**src/rtl/load_ext_pipe_if.sv**
```systemverilog
// Load-extend pipeline bus: upstream operation fields with valid/ready,
// downstream result fields with valid/ready.
interface load_ext_pipe_if #(
    parameter int DATA_W = 32,
    parameter int TAG_W  = 5
);
    localparam int OFF_W = $clog2(DATA_W / 8);

    logic              in_valid;
    logic              in_ready;
    logic [DATA_W-1:0] in_data;
    logic [OFF_W-1:0]  in_off;
    logic [1:0]        in_size;
    logic              in_sign;
    logic [TAG_W-1:0]  in_tag;

    logic              out_valid;
    logic              out_ready;
    logic [DATA_W-1:0] out_data;
    logic [TAG_W-1:0]  out_tag;
    logic              out_misalign;

    // Producer of operations / consumer of results (e.g. the MEM stage and WB stage).
    modport master (
        output in_valid, in_data, in_off, in_size, in_sign, in_tag, out_ready,
        input  in_ready, out_valid, out_data, out_tag, out_misalign
    );

    // The aligner/extender itself.
    modport slave (
        input  in_valid, in_data, in_off, in_size, in_sign, in_tag, out_ready,
        output in_ready, out_valid, out_data, out_tag, out_misalign
    );
endinterface

```
**src/rtl/load_ext_pipe.sv**
```systemverilog
// Two-stage load-data aligner/extender for the MEM->WB path.
// Stage 1 shifts the addressed lane down to bit 0 and flags misalignment;
// stage 2 zero/sign-extends the lane and holds the result for the consumer.
module load_ext_pipe #(
    parameter int DATA_W = 32,
    parameter int TAG_W  = 5
) (
    input  logic           clk,
    input  logic           rst,
    input  logic           flush,
    load_ext_pipe_if.slave bus
);
    localparam int OFF_W = $clog2(DATA_W / 8);

    typedef enum logic [1:0] {
        SZ_BYTE  = 2'b00,
        SZ_HALF  = 2'b01,
        SZ_WORD  = 2'b10,
        SZ_DWORD = 2'b11
    } size_e;

    // Stage 1 registers
    logic              s1_valid;
    logic [DATA_W-1:0] s1_lane;
    size_e             s1_size;
    logic              s1_sign;
    logic [TAG_W-1:0]  s1_tag;
    logic              s1_mis;

    logic              s1_adv;
    logic              accept;
    logic              in_mis;
    logic [6:0]        shamt;
    logic [DATA_W-1:0] ext;

    // Stage 1 moves forward when stage 2 is empty or being drained this cycle.
    assign s1_adv       = s1_valid & (!bus.out_valid | bus.out_ready);
    assign bus.in_ready = !flush & (!s1_valid | s1_adv);
    assign accept       = bus.in_valid & bus.in_ready;

    // Flag accesses whose offset is not a multiple of their size, and dword on a 32-bit path.
    always_comb begin
        // NOTE: every always_comb output gets a default first so no path can infer a latch.
        in_mis = 1'b0;
        case (size_e'(bus.in_size))
            SZ_BYTE:  in_mis = 1'b0;
            SZ_HALF:  in_mis = bus.in_off[0];
            SZ_WORD:  in_mis = (bus.in_off[1:0] != 2'b00);
            SZ_DWORD: in_mis = (DATA_W == 32) ? 1'b1 : (bus.in_off != '0);
        endcase
    end

    // Stage 1 occupancy; flush and reset empty it.
    always_ff @(posedge clk) begin
        // NOTE: sequential state uses non-blocking assignment so all registers update together.
        if (rst || flush)
            s1_valid <= 1'b0;
        else if (accept)
            s1_valid <= 1'b1;
        else if (s1_adv)
            s1_valid <= 1'b0;
    end

    // Stage 1 payload: addressed lane shifted down to bit 0, plus its attributes.
    always_ff @(posedge clk) begin
        // NOTE: payload registers have no reset; they are only observed while s1_valid is set.
        if (accept) begin
            s1_lane <= bus.in_data >> {bus.in_off, 3'b000};
            s1_size <= size_e'(bus.in_size);
            s1_sign <= bus.in_sign;
            s1_tag  <= bus.in_tag;
            s1_mis  <= in_mis;
        end
    end

    // Extend the lane: shift it to the top and back, arithmetic for sign, logical for zero.
    // Full-width accesses give shamt = 0 and pass through; misaligned ones yield zero.
    always_comb begin
        shamt = 7'(DATA_W) - (7'd8 << s1_size);
        ext   = '0;
        if (!s1_mis) begin
            if (s1_sign)
                ext = $signed(s1_lane << shamt) >>> shamt;
            else
                ext = (s1_lane << shamt) >> shamt;
        end
    end

    // Stage 2 occupancy: filled from stage 1, emptied by a consumer transfer, cleared by flush.
    always_ff @(posedge clk) begin
        if (rst || flush)
            bus.out_valid <= 1'b0;
        else if (s1_adv)
            bus.out_valid <= 1'b1;
        else if (bus.out_ready)
            bus.out_valid <= 1'b0;
    end

    // Stage 2 result registers; they only change when a new result moves in, so stalls hold them.
    always_ff @(posedge clk) begin
        if (rst) begin
            bus.out_data     <= '0;
            bus.out_tag      <= '0;
            bus.out_misalign <= 1'b0;
        end else if (s1_adv && !flush) begin
            bus.out_data     <= ext;
            bus.out_tag      <= s1_tag;
            bus.out_misalign <= s1_mis;
        end
    end
endmodule

```
**src/flat_wrapper.sv**
```systemverilog
// flat-port wrapper written by rule: the top's interface ports become plain ports
module load_ext_pipe_flat 
#(
    parameter int DATA_W = 32,
    parameter int TAG_W  = 5
)
  (clk, rst, flush, bus_in_valid, bus_in_data, bus_in_off, bus_in_size, bus_in_sign, bus_in_tag, bus_out_ready, bus_in_ready, bus_out_valid, bus_out_data, bus_out_tag, bus_out_misalign);
  load_ext_pipe_if #(.DATA_W(DATA_W), .TAG_W(TAG_W)) bus_i ();
  input  logic clk;
  input  logic rst;
  input  logic flush;
  input wire logic [$bits(bus_i.in_valid)-1:0] bus_in_valid;
  input wire logic [$bits(bus_i.in_data)-1:0] bus_in_data;
  input wire logic [$bits(bus_i.in_off)-1:0] bus_in_off;
  input wire logic [$bits(bus_i.in_size)-1:0] bus_in_size;
  input wire logic [$bits(bus_i.in_sign)-1:0] bus_in_sign;
  input wire logic [$bits(bus_i.in_tag)-1:0] bus_in_tag;
  input wire logic [$bits(bus_i.out_ready)-1:0] bus_out_ready;
  output wire logic [$bits(bus_i.in_ready)-1:0] bus_in_ready;
  output wire logic [$bits(bus_i.out_valid)-1:0] bus_out_valid;
  output wire logic [$bits(bus_i.out_data)-1:0] bus_out_data;
  output wire logic [$bits(bus_i.out_tag)-1:0] bus_out_tag;
  output wire logic [$bits(bus_i.out_misalign)-1:0] bus_out_misalign;
  assign bus_i.in_valid = bus_in_valid;
  assign bus_i.in_data = bus_in_data;
  assign bus_i.in_off = bus_in_off;
  assign bus_i.in_size = bus_in_size;
  assign bus_i.in_sign = bus_in_sign;
  assign bus_i.in_tag = bus_in_tag;
  assign bus_i.out_ready = bus_out_ready;
  assign bus_in_ready = bus_i.in_ready;
  assign bus_out_valid = bus_i.out_valid;
  assign bus_out_data = bus_i.out_data;
  assign bus_out_tag = bus_i.out_tag;
  assign bus_out_misalign = bus_i.out_misalign;
  load_ext_pipe #(.DATA_W(DATA_W), .TAG_W(TAG_W)) u_core (.clk(clk), .rst(rst), .flush(flush), .bus(bus_i));
endmodule
```
**config.mk**
```make
export PLATFORM = sky130hd
export DESIGN_NAME = load_ext_pipe_flat
export DESIGN_NICKNAME = d
export VERILOG_FILES = /design/src/rtl/load_ext_pipe_if.sv /design/src/rtl/load_ext_pipe.sv /design/src/flat_wrapper.sv
export SDC_FILE = /design/constraint.sdc
export NUM_CORES = 1
export LEC_CHECK = 0
export BUFFER_PORTS_ARGS = -buffer_cell sky130_fd_sc_hd__buf_2
export CORE_ASPECT_RATIO = 0.5
export CORE_MARGIN = 2
export CORE_UTILIZATION = 50
export CTS_CLUSTER_DIAMETER = 50
export DETAILED_ROUTE_END_ITERATION = 8
export PLACE_DENSITY_LB_ADDON = 0.12
export SETUP_SLACK_MARGIN = 0.05
export SYNTH_ARGS = -nofsm -noshare
export SYNTH_HDL_FRONTEND = slang
export SYNTH_SLANG_ARGS = --single-unit
```
**constraint.sdc**
```tcl
create_clock -name clk -period 4.5 [get_ports clk]
set_input_delay 0.45 -clock clk [delete_from_list [all_inputs] [get_ports clk]]
set_output_delay 0.45 -clock clk [all_outputs]
set_load 0.01 [all_outputs]
```
==> run_results.csv <==
group,metric,value,unit
timing,setup_viol,0,
pwr,leakagePower,1.67,nW
cts,clk_latency,340,ps
die,design.core.area,6860,um2
routing,routedWlPerCell,17.0,um
logic_synthesis,synth-edff-count,41,
final_layout,final_common_cell,"buf_2",
pwr,seqPwrFrac,50.6,%
die,rows,21,
worst_setup_path,critPathMaxFanout,20,
final_layout,drive_gt1_share,31.0,%
worst_setup_path,r2r_setup_slack,2180,ps
timing,tightest_slew,1160,ps
grt,antenna_found_initial,0,
worst_hold_path,holdPathEnd,"u_core.s1_tag[2]",
timing,slew_headroom,21.9,%
die,ios,87,
placed_design,port_buffers,86,
grt,grt_max_degree,42,
cts,cts.root.buffer_cell,"clkbuf_16",
status,status,"complete, no violations",
final_layout,final_cell_mix,"buf_2 (86), edfxtp_1 (41), dfxtp_1 (40), a21oi_1 (27), o21ai_0 (25)",
worst_setup_path,critPathLaunchType,"register",
worst_hold_path,hp-class,"input port to register",
routing,drt_pass1_iterations,5,
timing,finalSetupTns,0,ps
routing,dr_total_vias,2664,
cts,clock_sinks,81,
routing,remaining_drc_errors,0,
worst_setup_path,r2r_start,"u_core.bus.out_valid",
final_layout,diodes,0,
placed_design,post-dp-hpwl,5.63,mm
logic_synthesis,ys_dominant_reg_cell,"edfxtp_1",
logic_synthesis,synth_area,3630,um2
grt,grt-ovfl-total,0,
placed_design,place_inst,457,
placed_design,place.gp.congestion,0.813,
logic_synthesis,synthCells,308,
logic_synthesis,ys_types,36,
worst_setup_path,r2r-end,"u_core.s1_lane[19]",
worst_setup_path,slowest_stage,"nor2b_1",
worst_setup_path,path_cells,"nor2b_1, a21oi_1, buf_2",
worst_setup_path,cp.arrival,1900,ps
worst_setup_path,r2r_cells,3,
worst_hold_path,hp-start,"bus_in_tag[2]",
logic_synthesis,syn_nets,355,
logic_synthesis,avgSynthCellArea,11.8,um2
logic_synthesis,ys_async_sr_fraction,0,%
timing,fin_hold_ws,296,ps
final_layout,layout.cells.non_filler,473,
grt,grt_first_pass_wirelength,12.8,mm
placed_design,dpl_cell_area,3980,um2
cts,cts_hold_buf,0,
final_layout,final_area,4250,um2
cts,cts_max_level,3,
logic_synthesis,synth-seq-cells,81,
timing,skew,12.0,ps
cts,cts_resized,0,
timing,finalHoldViolCount,0,
timing,max_freq,425,MHz
timing,rsz0062_at_grt,"no",
pwr,switching_share,23.5,%
pwr,power.internal,1.26,mW
die,die_h,64.2,um
die,die_w,124,um
cts,clkSlewWorstSetupHoldPaths,50,ps
pwr,ir_worst_vdd,0.000263,V
placed_design,place_ws,2020,ps
worst_setup_path,max_stage_delay,850,ps
die,start_util,52.9,%
grt,track_usage,20.6,%
cts,postCtsSetupBuffers,0,
routing,drt_wl_total,8.05,mm
logic_synthesis,yosysWarnings,0,
worst_setup_path,worstSetupPathType,"register to output port",
timing,fin_ws,2150,ps
die,die_area,7990,um2
timing,fin_crit,2350,ps
routing,first_iter_violations,224,
timing,drv_slew,0,
pwr,p_sw,0.386,mW
final_layout,nets,423,
pwr,cellPowerDensity,386,nW/um2
routing,via_per_inst,5.63,
cts,numCtsBuffers,9,
logic_synthesis,synth_seq_area_share,56.0,%
final_layout,syn_to_final_growth,17.2,%
worst_setup_path,required,4050,ps
worst_hold_path,whs_path_depth,1,
pwr,power_frac_clock,40.2,%
routing,ant_nets,0,
pwr,p_comb_share,9.2,%
grt,grt_pass1_vias,2495,
flow_run,drv_cap,0,
cts,cts_buffer_depth,2,
worst_setup_path,crit_path_end_kind,"output port",
timing,post-route-period-util,52.2,%
cts,cts_tree,"built",
-- worst max-delay path by stage --
stage | from | endpoint | cells past startpoint
floorplan | bus_out_ready | u_core.s1_lane[0] | 4
global placement | bus_out_ready | u_core.s1_lane[27] | 4
detailed placement | bus_out_ready | u_core.s1_lane[30] | 4
CTS | u_core.bus.out_valid | bus_in_ready | 3
global route | u_core.bus.out_valid | u_core.s1_lane[19] | 3
finish | u_core.bus.out_valid | bus_in_ready | 3
-- sequential cells by signal, indices dropped and copies added (netlist names) --
register                 count
u_core.s1_mis                1
u_core.s1_valid              1
u_core.bus.out_data         32
u_core.s1_size               2
u_core.s1_sign               1
u_core.s1_tag                5
u_core.bus.out_tag           5
u_core.s1_lane              32
u_core.bus.out_misalign      1
u_core.bus.out_valid         1
-- critical path: cells and delay by family, from the launching register on --
family | cells | cell delay, ps
flip-flops | 1 | 350
AND/OR/NAND/NOR | 1 | 850
buffers and inverters | 1 | 190
AO/OA/AOI/OAI | 1 | 180
-- final cells by class --
| class | instances | area (um2) |
|---|---|---|
| Clock buffer | 10 | 239 |
| Sequential cell | 81 | 2030 |
| Multi-Input combinational cell | 198 | 1400 |
| Tap cell | 92 | 115 |
| Timing Repair Buffer | 86 | 430 |
| Clock inverter | 6 | 33.8 |
| Fill cell | 556 | 2610 |
-- kinds of logic after synthesis --
family / count (synthesis) / synth area share, %
compound gates: 110 / 22.5
flops: 81 / 56.0
simple gates: 70 / 10.8
buf+inv: 29 / 5.38
mux: 17 / 5.04
xor+xnor: 1 / 0.242
-- power groups by stage --
stage	combinational, mW	clock (mW)	sequential, mW
global placement	0.147	0	0.845
CTS	0.150	0.666	0.831
finish	0.150	0.660	0.831
detailed placement	0.149	0	0.847
global route	0.166	0.696	0.834
floorplan	0.109	0	0.841
-- metal layers --
| metal | wire (um) | GRT usage [%] |
|---|---|---|
| met1 | 3950 | 30.3 |
| met2 | 3440 | 29.5 |
| met3 | 606 | 5.95 |
| met4 | 48 | 5.90 |
| met5 | 0 | 0 |
-- per-stage QoR --
stage | power, mW | util (%)
2_1_floorplan | 0.949 | -
3_3_place_gp | 0.993 | 58.0
3_5_place_dp | 0.996 | 58.0
4_1_cts | 1.65 | 62.0
5_1_grt | 1.70 | 62.0
6_report | 1.64 | 62.0
-- cells in the mapped netlist (2+ instances only) --
cell	n	area, um2
edfxtp_1	41	1230
mux2i_1	16	160
nor3_1	2	10.0
nand4_1	8	50.1
o2bb2ai_2	10	150
buf_1	2	7.51
o21a_1	4	30.0
nand2b_1	3	18.8
a22o_1	16	140
buf_2	9	45.0
dfxtp_1	40	801
a211oi_1	10	75.1
o2111ai_1	3	26.3
nor2_1	10	37.5
nand2_1	11	41.3
clkbuf_1	6	22.5
buf_4	5	37.5
o21ai_0	25	125
a21oi_1	27	135
and2_1	9	56.3
o2bb2ai_1	11	96.3
and3b_1	2	17.5
buf_6	6	67.6
nand3_1	7	35.0
nor2b_1	13	81.3
a21oi_2	2	17.5
(Power assumes the default switching activity.)
